## config.mk

```make
export PLATFORM = sky130hd
export DESIGN_NAME = systolic_ctrl
export DESIGN_NICKNAME = d
export VERILOG_FILES = /design/src/rtl/systolic_pkg.sv /design/src/rtl/systolic_ctrl.sv
export SDC_FILE = /design/constraint.sdc
export NUM_CORES = 1
export LEC_CHECK = 0
export ABC_AREA = 1
export BUFFER_PORTS_ARGS = -buffer_cell sky130_fd_sc_hd__buf_2
export CAP_MARGIN = 20
export CORE_ASPECT_RATIO = 1.25
export CORE_MARGIN = 4
export CORE_UTILIZATION = 47
export DETAILED_ROUTE_END_ITERATION = 12
export PLACE_DENSITY = 0.85
export SETUP_SLACK_MARGIN = 0.2
export SYNTH_ARGS = -nofsm -noshare
export SYNTH_HDL_FRONTEND = slang
export SYNTH_SLANG_ARGS = --single-unit
```

## constraint.sdc

```tcl
create_clock -name clk -period 4.1 [get_ports clk]
set_input_delay 0.82 -clock clk [delete_from_list [all_inputs] [get_ports clk]]
set_output_delay 0.82 -clock clk [all_outputs]
set_load 0.05 [all_outputs]
```

## src/rtl/systolic_pkg.sv

```systemverilog
// Shared types and defaults for the systolic array controller.
// State encoding, default sizes and a counter-width helper.
package systolic_pkg;

    typedef enum logic [2:0] {
        S_IDLE,
        S_LOAD_W,
        S_CLEAR,
        S_COMPUTE,
        S_FLUSH,
        S_OUTPUT,
        S_DONE
    } state_e;

    localparam int DEF_ARRAY_SIZE = 2;
    localparam int DEF_DATA_WIDTH = 16;
    localparam int DEF_ACC_WIDTH  = 32;

    function automatic int cnt_w(input int n);
        return (n > 1) ? $clog2(n) : 1;
    endfunction

endpackage

```

## src/rtl/systolic_ctrl.sv

```systemverilog
// Job sequencer for a weight-stationary systolic array:
// load weights, clear, stream activations, flush, hand off results.
module systolic_ctrl
    import systolic_pkg::*;
#(
    parameter int ARRAY_SIZE   = DEF_ARRAY_SIZE,
    parameter int DATA_WIDTH   = DEF_DATA_WIDTH,
    parameter int ACC_WIDTH    = DEF_ACC_WIDTH,
    parameter int FLUSH_CYCLES = 2 * ARRAY_SIZE
) (
    input  logic                             clk,
    input  logic                             rst_n,
    input  logic                             start,
    input  logic                             w_valid,
    output logic                             w_ready,
    input  logic [ARRAY_SIZE*DATA_WIDTH-1:0] w_data,
    input  logic                             a_valid,
    output logic                             a_ready,
    input  logic [ARRAY_SIZE*DATA_WIDTH-1:0] a_data,
    output logic                             enable,
    output logic                             load_weights,
    output logic                             clear_acc,
    output logic                             acc_enable,
    output logic [ARRAY_SIZE*DATA_WIDTH-1:0] weight_inputs_flat,
    output logic [ARRAY_SIZE*DATA_WIDTH-1:0] input_activations_flat,
    input  logic [ARRAY_SIZE*ACC_WIDTH-1:0]  results_flat,
    output logic                             r_valid,
    input  logic                             r_ready,
    output logic [ARRAY_SIZE*ACC_WIDTH-1:0]  r_data,
    output logic                             busy,
    output logic                             done
);

    localparam int RW = cnt_w(ARRAY_SIZE);
    localparam int FW = cnt_w(FLUSH_CYCLES);
    localparam logic [RW-1:0] IDX_LAST   = RW'(ARRAY_SIZE - 1);
    localparam logic [FW-1:0] FLUSH_LAST = FW'(FLUSH_CYCLES - 1);

    state_e state_q, state_d;

    logic [RW-1:0] row_cnt;
    logic [RW-1:0] col_cnt;
    logic [FW-1:0] flush_cnt;

    logic w_beat, a_beat;
    logic row_last, col_last, flush_last;

    assign w_ready = (state_q == S_LOAD_W);
    assign a_ready = (state_q == S_COMPUTE);
    assign r_valid = (state_q == S_OUTPUT);
    assign done    = (state_q == S_DONE);
    assign busy    = (state_q != S_IDLE);

    assign w_beat     = w_valid && w_ready;
    assign a_beat     = a_valid && a_ready;
    assign row_last   = (row_cnt == IDX_LAST);
    assign col_last   = (col_cnt == IDX_LAST);
    assign flush_last = (flush_cnt == FLUSH_LAST);

    always_ff @(posedge clk or negedge rst_n) begin
        if (!rst_n) begin
            state_q <= S_IDLE;
        end else begin
            state_q <= state_d;
        end
    end

    always_comb begin
        state_d = state_q;
        unique case (state_q)
            S_IDLE:    if (start) state_d = S_LOAD_W;
            S_LOAD_W:  if (w_beat && row_last) state_d = S_CLEAR;
            S_CLEAR:   state_d = S_COMPUTE;
            S_COMPUTE: if (a_beat && col_last) state_d = S_FLUSH;
            S_FLUSH:   if (flush_last) state_d = S_OUTPUT;
            S_OUTPUT:  if (r_ready) state_d = S_DONE;
            S_DONE:    state_d = S_IDLE;
            default:   state_d = S_IDLE;
        endcase
    end

    // Counters wrap to zero on their terminal beat so each job starts clean.
    always_ff @(posedge clk or negedge rst_n) begin
        if (!rst_n) begin
            row_cnt   <= '0;
            col_cnt   <= '0;
            flush_cnt <= '0;
        end else begin
            if (w_beat) begin
                row_cnt <= row_last ? '0 : row_cnt + 1'b1;
            end
            if (a_beat) begin
                col_cnt <= col_last ? '0 : col_cnt + 1'b1;
            end
            if (state_q == S_FLUSH) begin
                flush_cnt <= flush_last ? '0 : flush_cnt + 1'b1;
            end
        end
    end

    always_ff @(posedge clk or negedge rst_n) begin
        if (!rst_n) begin
            load_weights           <= 1'b0;
            weight_inputs_flat     <= '0;
            clear_acc              <= 1'b0;
            enable                 <= 1'b0;
            acc_enable             <= 1'b0;
            input_activations_flat <= '0;
            r_data                 <= '0;
        end else begin
            load_weights       <= w_beat;
            weight_inputs_flat <= w_beat ? w_data : '0;
            clear_acc          <= (state_q == S_CLEAR);
            enable             <= (state_q == S_COMPUTE) || (state_q == S_FLUSH);
            acc_enable         <= (state_q == S_COMPUTE) || (state_q == S_FLUSH);
            input_activations_flat <= a_beat ? a_data : '0;
            if ((state_q == S_FLUSH) && flush_last) begin
                r_data <= results_flat;
            end
        end
    end

endmodule

```

==> summary.md, run 1 <==
| Metric | Value |
|---|---|
| Vias in the first global route | `4403` |
| # DRC | `0` |
| Full die area | `0.0130 mm²` |
| Count of final max-slew check failures | `0` |
| CTS sink count | `138` |
| VDD IR max | `0.000544 V` |
| Syn Nets | `530` |
| Crit. End Element | `output pin` |
| Drt initial violations | `100` |
| Area grow syn2layout | `39.2%` |
| Starting Density | `48.8%` |
| Sequential-to-total area share from yosys stat | `65.6%` |
| Pin count of the biggest net entering global routing | `115` |
| First-pass GRT wire length | `21100 µm` |
| Grt met2 use | `37.4%` |
| Worst path arrival time | `1.64 ns` |
| Logic gate share of total power | `45.6%` |
| Switching power total | `2.91 mW` |
| CTS Buf Count | `17` |
| Crit share post-route | `60.1%` |
| Root Driver | `clkbuf_16` |
| GRT overflow | `0` |
| TNS Setup | `0 ns` |
| Post-DP HPWL | `9850 µm` |
| R2r setup slk | `1.80 ns` |
| Post-CTS Setup Bufs | `0` |
| Pwr/cell area | `887 mW/mm²` |
| Post-synthesis cell count | `395` |
| DRT antenna net count | `0` |
| # port buffers | `270` |
| Synth top area cells | `dfrtp_1 66%, mux2_4 17%, inv_1 5.4%` |
| Post-Layout Cell Count | `818` |
| Core area | `0.0108 mm²` |
| Design area | `0.00732 mm²` |
| Cells after DPL | `786` |
| Worst reg-to-reg path cell count | `4` |
| Clk network pwr share | `22.8%` |
| Placed cell area | `0.00669 mm²` |
| Dominant synthesized flop cell | `dfrtp_1` |
| Met3 GRT Util | `7.69%` |
| Seq pwr share | `31.6%` |
| Antenna cell count | `0` |
| Share of the synthesized area in the top cell type | `65.6%` |
| Ports | `271` |
| Average size of a mapped cell | `13.3 µm²` |
| Synth async-reset ratio | `100%` |
| Share of cells above drive strength 1 | `54.4%` |
| Detailed Routing Iterations Pass 1 | `4` |
| Max Root-Sink Buffers | `2` |
| YS warnings | `0` |
| Routed vias/inst | `4.67` |
| Most instantiated cells after synthesis | `138 x dfrtp_1, 75 x inv_1, 68 x nor2_1, 60 x mux2_4, 13 x nand2_1` |
| Final hold violation count | `0` |
| GPL Wtd Cong | `0.795` |
| Post-CTS Resized | `0` |
| Post-Route WL | `13700 µm` |
| Biggest area consumer among synthesized cells | `dfrtp_1` |
| H-tree depth | `4` |
| Startpoint types | `flip-flop` |
| Nets | `810` |
| Endpoints failing setup | `0` |
| DR vias | `3818` |
| Flops & latches, synth | `138` |
| Worst Path Class, Setup | `reg -> out` |
| Leakage power | `4.49 nW` |
| RSZ-0062 raised after global routing | `no` |
| Initial antenna violation count | `1` |
| Count leader, synth | `dfrtp_1` |
| Cts hold-fix bufs | `0` |
| Hold Path Class | `in -> async` |
| P_int | `3.59 mW` |
| Slew Limit Headroom | `47.7%` |
| CTS tree | `yes` |
| Status | `finished, final reports clean` |
| Die Ht | `126 µm` |
| Slew of the pin with the lowest slew margin | `0.784 ns` |
| Worst Setup Slack, final | `1.64 ns` |
| Sw Share | `44.7%` |
| EDFF count, synth | `0` |
| Pre-CTS setup slack | `1.80 ns` |
| Wire per inst | `16.7 µm` |
| Max cap viols | `0` |
| Final Critical Period | `2.46 ns` |
| CP Max Fanout | `6` |
| Die Wd | `103 µm` |
| GR Util met1 | `22.2%` |
| Site Rows | `42` |
| Fmax | `0.406 GHz` |
| All-layer global routing usage | `21.4%` |
| Cell area after synthesis | `0.00526 mm²` |
| Clk_lat worst skew | `0.41 ns` |
| Clk_skew | `0.00477 ns` |
| WP data required | `3.28 ns` |
| Cell variety after synth | `19` |
| Top Usage Layer GRT | `met2` |
| Clock transition at the registers of the reported paths | `0.06 ns` |
power by group through the flow:
stage | Sequential [mW] | Clock, mW | Combinational [mW]
after floorplan | 3.43 | 0 | 0.873
after global placement | 2.03 | 0 | 2.89
after detailed placement | 2.06 | 0 | 2.95
after CTS | 2.05 | 1.51 | 2.97
after global routing | 2.10 | 1.58 | 3.10
final | 2.05 | 1.48 | 2.96
critical path, cell delays in order, from the launching register on:
cell and delay, ns:
dfrtp_1 0.46, inv_1 0.14, nand2_1 0.09, nor2_1 0.22
buf_2 0.32
flip-flops by register name, summed over array words and instances, names as in the netlist:
name and count:
row_cnt 1, input_activations_flat 32, weight_inputs_flat 32, col_cnt 1
load_weights 1, state_q 3, clear_acc 1, r_data 64
acc_enable 1, flush_cnt 2
metal layers:
layer | part of all wire [%] | routed length, µm
met2 | 53 | 7250
met4 | 3.0 | 406
met3 | 9.4 | 1290
met5 | 0.058 | 8
met1 | 34 | 4720
placed cells by master, fill, tap and decap left out, drive strengths merged, types with 5 or more instances in the layout:
| master | instances |
|---|---|
| o21ai | 5 |
| inv | 75 |
| buf | 276 |
| nor2 | 69 |
| nand3 | 6 |
| mux2 | 65 |
| clkinv | 6 |
| dfrtp | 138 |
| nand2 | 13 |
| clkbuf | 19 |
layout make-up:
class                      count  area [µm²]
inverter                      75         282
clock buffer                  19         453
timing repair buffer         276        1440
tap                          132         165
clock inverter                11         124
fill                         761        3450
sequential                   138        3450
multi-input combinational    167        1410
per-stage QoR:
stage          utilization [%]  hold WS [ns]  power, mW
5_1_grt                   68.0         0.342       6.77
2_1_floorplan                -         0.464       4.31
3_3_place_gp              62.1         0.486       4.93
6_report                  68.0         0.328       6.50
4_1_cts                   67.5         0.504       6.53
3_5_place_dp              62.1         0.488       5.01
kinds of logic after synthesis:
| group | after synthesis | share of synthesized area [%] |
|---|---|---|
| AO/OA/AOI/OAI | 7 | 0.690 |
| XOR/XNOR | 2 | 0.333 |
| adder cells (fa/ha/maj) | 1 | 0.238 |
| buffers and inverters | 90 | 7.66 |
| flip-flops | 138 | 65.6 |
| multiplexers | 65 | 18.2 |
| AND/OR/NAND/NOR | 92 | 7.25 |
path summary, 6_finish.rpt:
| path | start | to |
|---|---|---|
| worst max-delay path | state_q[1] | w_ready |
| max in group asynchronous | rst_n | input_activations_flat[12] |
| worst max register to register | state_q[0] | r_data[53] |
| worst min-delay path | rst_n | r_data[33] |
| min in group clk | r_data[27] | r_data[27] |
| worst min register to register | r_data[27] | r_data[27] |
Note: power is estimated with default switching activity, not from simulation.
==> run 2: changes to the inputs <==
--- a/config.mk
+++ b/config.mk
@@ -10,9 +10,9 @@
 export CAP_MARGIN = 20
 export CORE_ASPECT_RATIO = 1.25
 export CORE_MARGIN = 4
-export CORE_UTILIZATION = 47
+export CORE_UTILIZATION = 41
 export DETAILED_ROUTE_END_ITERATION = 12
-export PLACE_DENSITY = 0.85
+export PLACE_DENSITY = 0.78
 export SETUP_SLACK_MARGIN = 0.2
 export SYNTH_ARGS = -nofsm -noshare
 export SYNTH_HDL_FRONTEND = slang
==> constraint.sdc (replaced) <==
create_clock -name clk -period 2.2 [get_ports clk]
set_input_delay 0.44 -clock clk [delete_from_list [all_inputs] [get_ports clk]]
set_output_delay 0.44 -clock clk [all_outputs]
set_load 0.05 [all_outputs]
==> run 2 against run 1 <==
Net effect: worst setup slack got worse by 1.3 ns; sequential power increased by 86%; register-to-register slack got worse by 1.2 ns; hold slack got worse by 0.086 ns; final area up 0.79%; power up 83%; combinational power increased by 85%; sequential share of layout area decreased by 0.35 points; clock skew rose by 0.0033 ns; highest routed layer is now met4.
==> summary.md, run 2 (synthesized netlist as in run 1, its figures left out) <==
| Metric | Value |
|---|---|
| Status | `finished, final reports clean (unchanged)` |
| GPL Wtd Cong | `0.723 (was 0.795)` |
| Max reg flops | `64 (unchanged)` |
| WP data required | `1.76 ns (was 3.28 ns)` |
| Design area | `0.00738 mm² (was 0.00732 mm²)` |
| Count of final max-slew check failures | `0 (unchanged)` |
| DR vias | `3727 (was 3818)` |
| Pre-CTS setup slack | `0.569 ns (was 1.80 ns)` |
| Post-Route WL | `12500 µm (was 13700 µm)` |
| Critical Path, Cell by Cell | `inv_1 -> nand2_1 -> nor2_1 -> buf_6 (was inv_1 -> nand2_1 -> nor2_1 -> buf_2)` |
| First-pass GRT wire length | `19600 µm (was 21100 µm)` |
| Largest registers | `r_data: 64 flops, input_activations_flat: 32 flops, weight_inputs_flat: 32 flops (unchanged)` |
| VDD IR max | `0.000951 V (was 0.000544 V)` |
| Hold Path Class | `in -> reg (was in -> async)` |
| Endpoints failing setup | `0 (unchanged)` |
| Filler cells | `1027 (was 761)` |
| Root Driver | `clkbuf_16 (unchanged)` |
| Site Rows | `46 (was 42)` |
| Final hold violation count | `0 (unchanged)` |
| Max cap viols | `0 (unchanged)` |
| Reg with most FFs | `r_data (unchanged)` |
| Nets | `811 (was 810)` |
| Crit share post-route | `86.7%` |
| Full die area | `0.0147 mm² (was 0.0130 mm²)` |
| Antenna cell count | `0 (unchanged)` |
| # port buffers | `270 (unchanged)` |
| CTS Buf Count | `17 (unchanged)` |
| Worst path arrival time | `1.47 ns (was 1.64 ns)` |
| H-tree depth | `4 (unchanged)` |
| Logic gate share of total power | `45.8% (was 45.6%)` |
| Core area | `0.0126 mm² (was 0.0108 mm²)` |
| RSZ-0062 raised after global routing | `no (unchanged)` |
| Routed vias/inst | `4.35 (was 4.67)` |
| CTS sink count | `138 (unchanged)` |
| Leakage power | `4.48 nW (was 4.49 nW)` |
| Slew Limit Headroom | `62.4% (was 47.7%)` |
| Pin count of the biggest net entering global routing | `49 (was 115)` |
| Startpoint types | `flip-flop (unchanged)` |
| Worst Setup Slack, final | `0.292 ns (was 1.64 ns)` |
| Critical-path top delay cell | `dfrtp_1 (unchanged)` |
| Max Root-Sink Buffers | `2 (unchanged)` |
| Post-CTS Setup Bufs | `0 (unchanged)` |
| Most frequent cells in the layout | `267 x buf_2, 137 x dfrtp_1, 74 x inv_1, 68 x nor2_1, 60 x mux2_4 (was 269 x buf_2, 138 x dfrtp_1, 75 x inv_1, 68 x nor2_1, 60 x mux2_4)` |
| Worst Path Class, Setup | `reg -> out (unchanged)` |
| Drt initial violations | `142 (was 100)` |
| TNS Setup | `0 ns (unchanged)` |
| Ports | `271 (unchanged)` |
| Clock transition at the registers of the reported paths | `0.06 ns (about the same)` |
| Share of the core filled with cells | `58.6% (was 68.0%)` |
| Post-DP HPWL | `9460 µm (was 9850 µm)` |
| DRT antenna net count | `0 (unchanged)` |
| Leading cell type in the layout, fill and taps excluded | `buf_2 (unchanged)` |
| Clk_skew | `0.00808 ns (was 0.00477 ns)` |
| Slew of the pin with the lowest slew margin | `0.557 ns (was 0.784 ns)` |
| CTS tree | `yes (unchanged)` |
| P_int | `6.57 mW (was 3.59 mW)` |
| Pwr/cell area | `1620 mW/mm² (was 887 mW/mm²)` |
| Share of cells above drive strength 1 | `54.4% (about the same)` |
| Switching power total | `5.36 mW (was 2.91 mW)` |
| GRT overflow | `0 (unchanged)` |
| CP max stage delay | `0.45 ns (was 0.46 ns)` |
| Clk network pwr share | `22.1% (was 22.8%)` |
| Die Wd | `109 µm (was 103 µm)` |
| Crit. End Element | `output pin (unchanged)` |
| Wire per inst | `14.6 µm (was 16.7 µm)` |
| Seq pwr share | `32.0% (was 31.6%)` |
| # DRC | `0 (unchanged)` |
| Sw Share | `45.0% (was 44.7%)` |
| Die Ht | `135 µm (was 126 µm)` |
| Vias in the first global route | `4059 (was 4403)` |
| Placed cell area | `0.00681 mm² (was 0.00669 mm²)` |
| Clk_lat worst skew | `0.40 ns (was 0.41 ns)` |
| Starting Density | `41.7% (was 48.8%)` |
| CP Max Fanout | `6 (unchanged)` |
| Final Critical Period | `1.91 ns` |
| Fmax | `0.524 GHz` |
| Area grow syn2layout | `40.3% (was 39.2%)` |
| Initial antenna violation count | `0 (was 1)` |
| All-layer global routing usage | `17.0% (was 21.4%)` |
| Detailed Routing Iterations Pass 1 | `4 (unchanged)` |
==> run 2: cell count changes in the layout (fill, tap and decap cells not counted), sizes merged <==
cell / delta
bufinv: -1
clkbuf: +1
clkinv: -2
clkinvlp: +1
dlygate4sd3: +1
inv: +3
==> run 2: area by class of cell <==
| cell class | count | area, µm² | area share (%) |
|---|---|---|---|
| multi-input combinational | 167 | 1410 | 19.1 |
| inverter | 75 | 282 | 3.81 |
| timing repair buffer | 277 | 1470 | 19.9 |
| tap | 168 | 210 | 2.85 |
| sequential | 138 | 3450 | 46.8 |
| clock buffer | 20 | 437 | 5.92 |
| clock inverter | 12 | 118 | 1.59 |
==> run 2: per-layer routing <==
layer | vias up | routed length, µm | track usage [%]
li1 | 1767 | - | -
met1 | 1769 | 4710 | 19.8
met2 | 175 | 6520 | 29.3
met3 | 16 | 1130 | 6.03
met4 | 0 | 179 | 5.41
met5 | - | 0 | 0
==> run 2: per-stage QoR <==
stage / hold WS (ns) / instances / power, mW
2_1_floorplan: 0.144 / 395 / 8.03
3_3_place_gp: 0.405 / 824 / 9.20
3_5_place_dp: 0.417 / 824 / 9.34
4_1_cts: 0.226 / 857 / 12.0
5_1_grt: 0.220 / 857 / 12.5
6_report: 0.243 / 857 / 11.9
==> run 2: final timing paths <==
kind / startpoint / to / slack (ns) / cells after the start
max: state_q[1] / w_ready / 0.29 / 4
min: w_data[4] / weight_inputs_flat[4] / 0.24 / 3
max reg2reg: state_q[0] / r_data[14] / 0.56 / 4
min reg2reg: flush_cnt[0] / flush_cnt[0] / 0.49 / 1
max in group asynchronous: rst_n / r_data[5] / 1.04 / 3
min in group asynchronous: rst_n / r_data[15] / 0.55 / 2
==> run 2: power groups by stage <==
stage               Clock, mW  Combinational, mW  Sequential, mW
floorplan                   0               1.63            6.40
global placement            0               5.38            3.82
detailed placement          0               5.48            3.85
CTS                      2.71               5.50            3.82
global route             2.85               5.73            3.91
finish                   2.64               5.47            3.82
==> run 2: repair_timing <==
item                                    in CTS  in global routing
endpoints found under the setup margin       1                  2
resized for setup                            1                  5
endpoints found under the hold margin       46                  0
cloned                                       0                  0
hold buffers                                 1                  0
==> run 2: worst max-delay path: cells and delay by family (launching register included) <==
kind                   cells  cell delay (ns)
buffers and inverters      2             0.34
AND/OR/NAND/NOR            2             0.28
flip-flops                 1             0.45
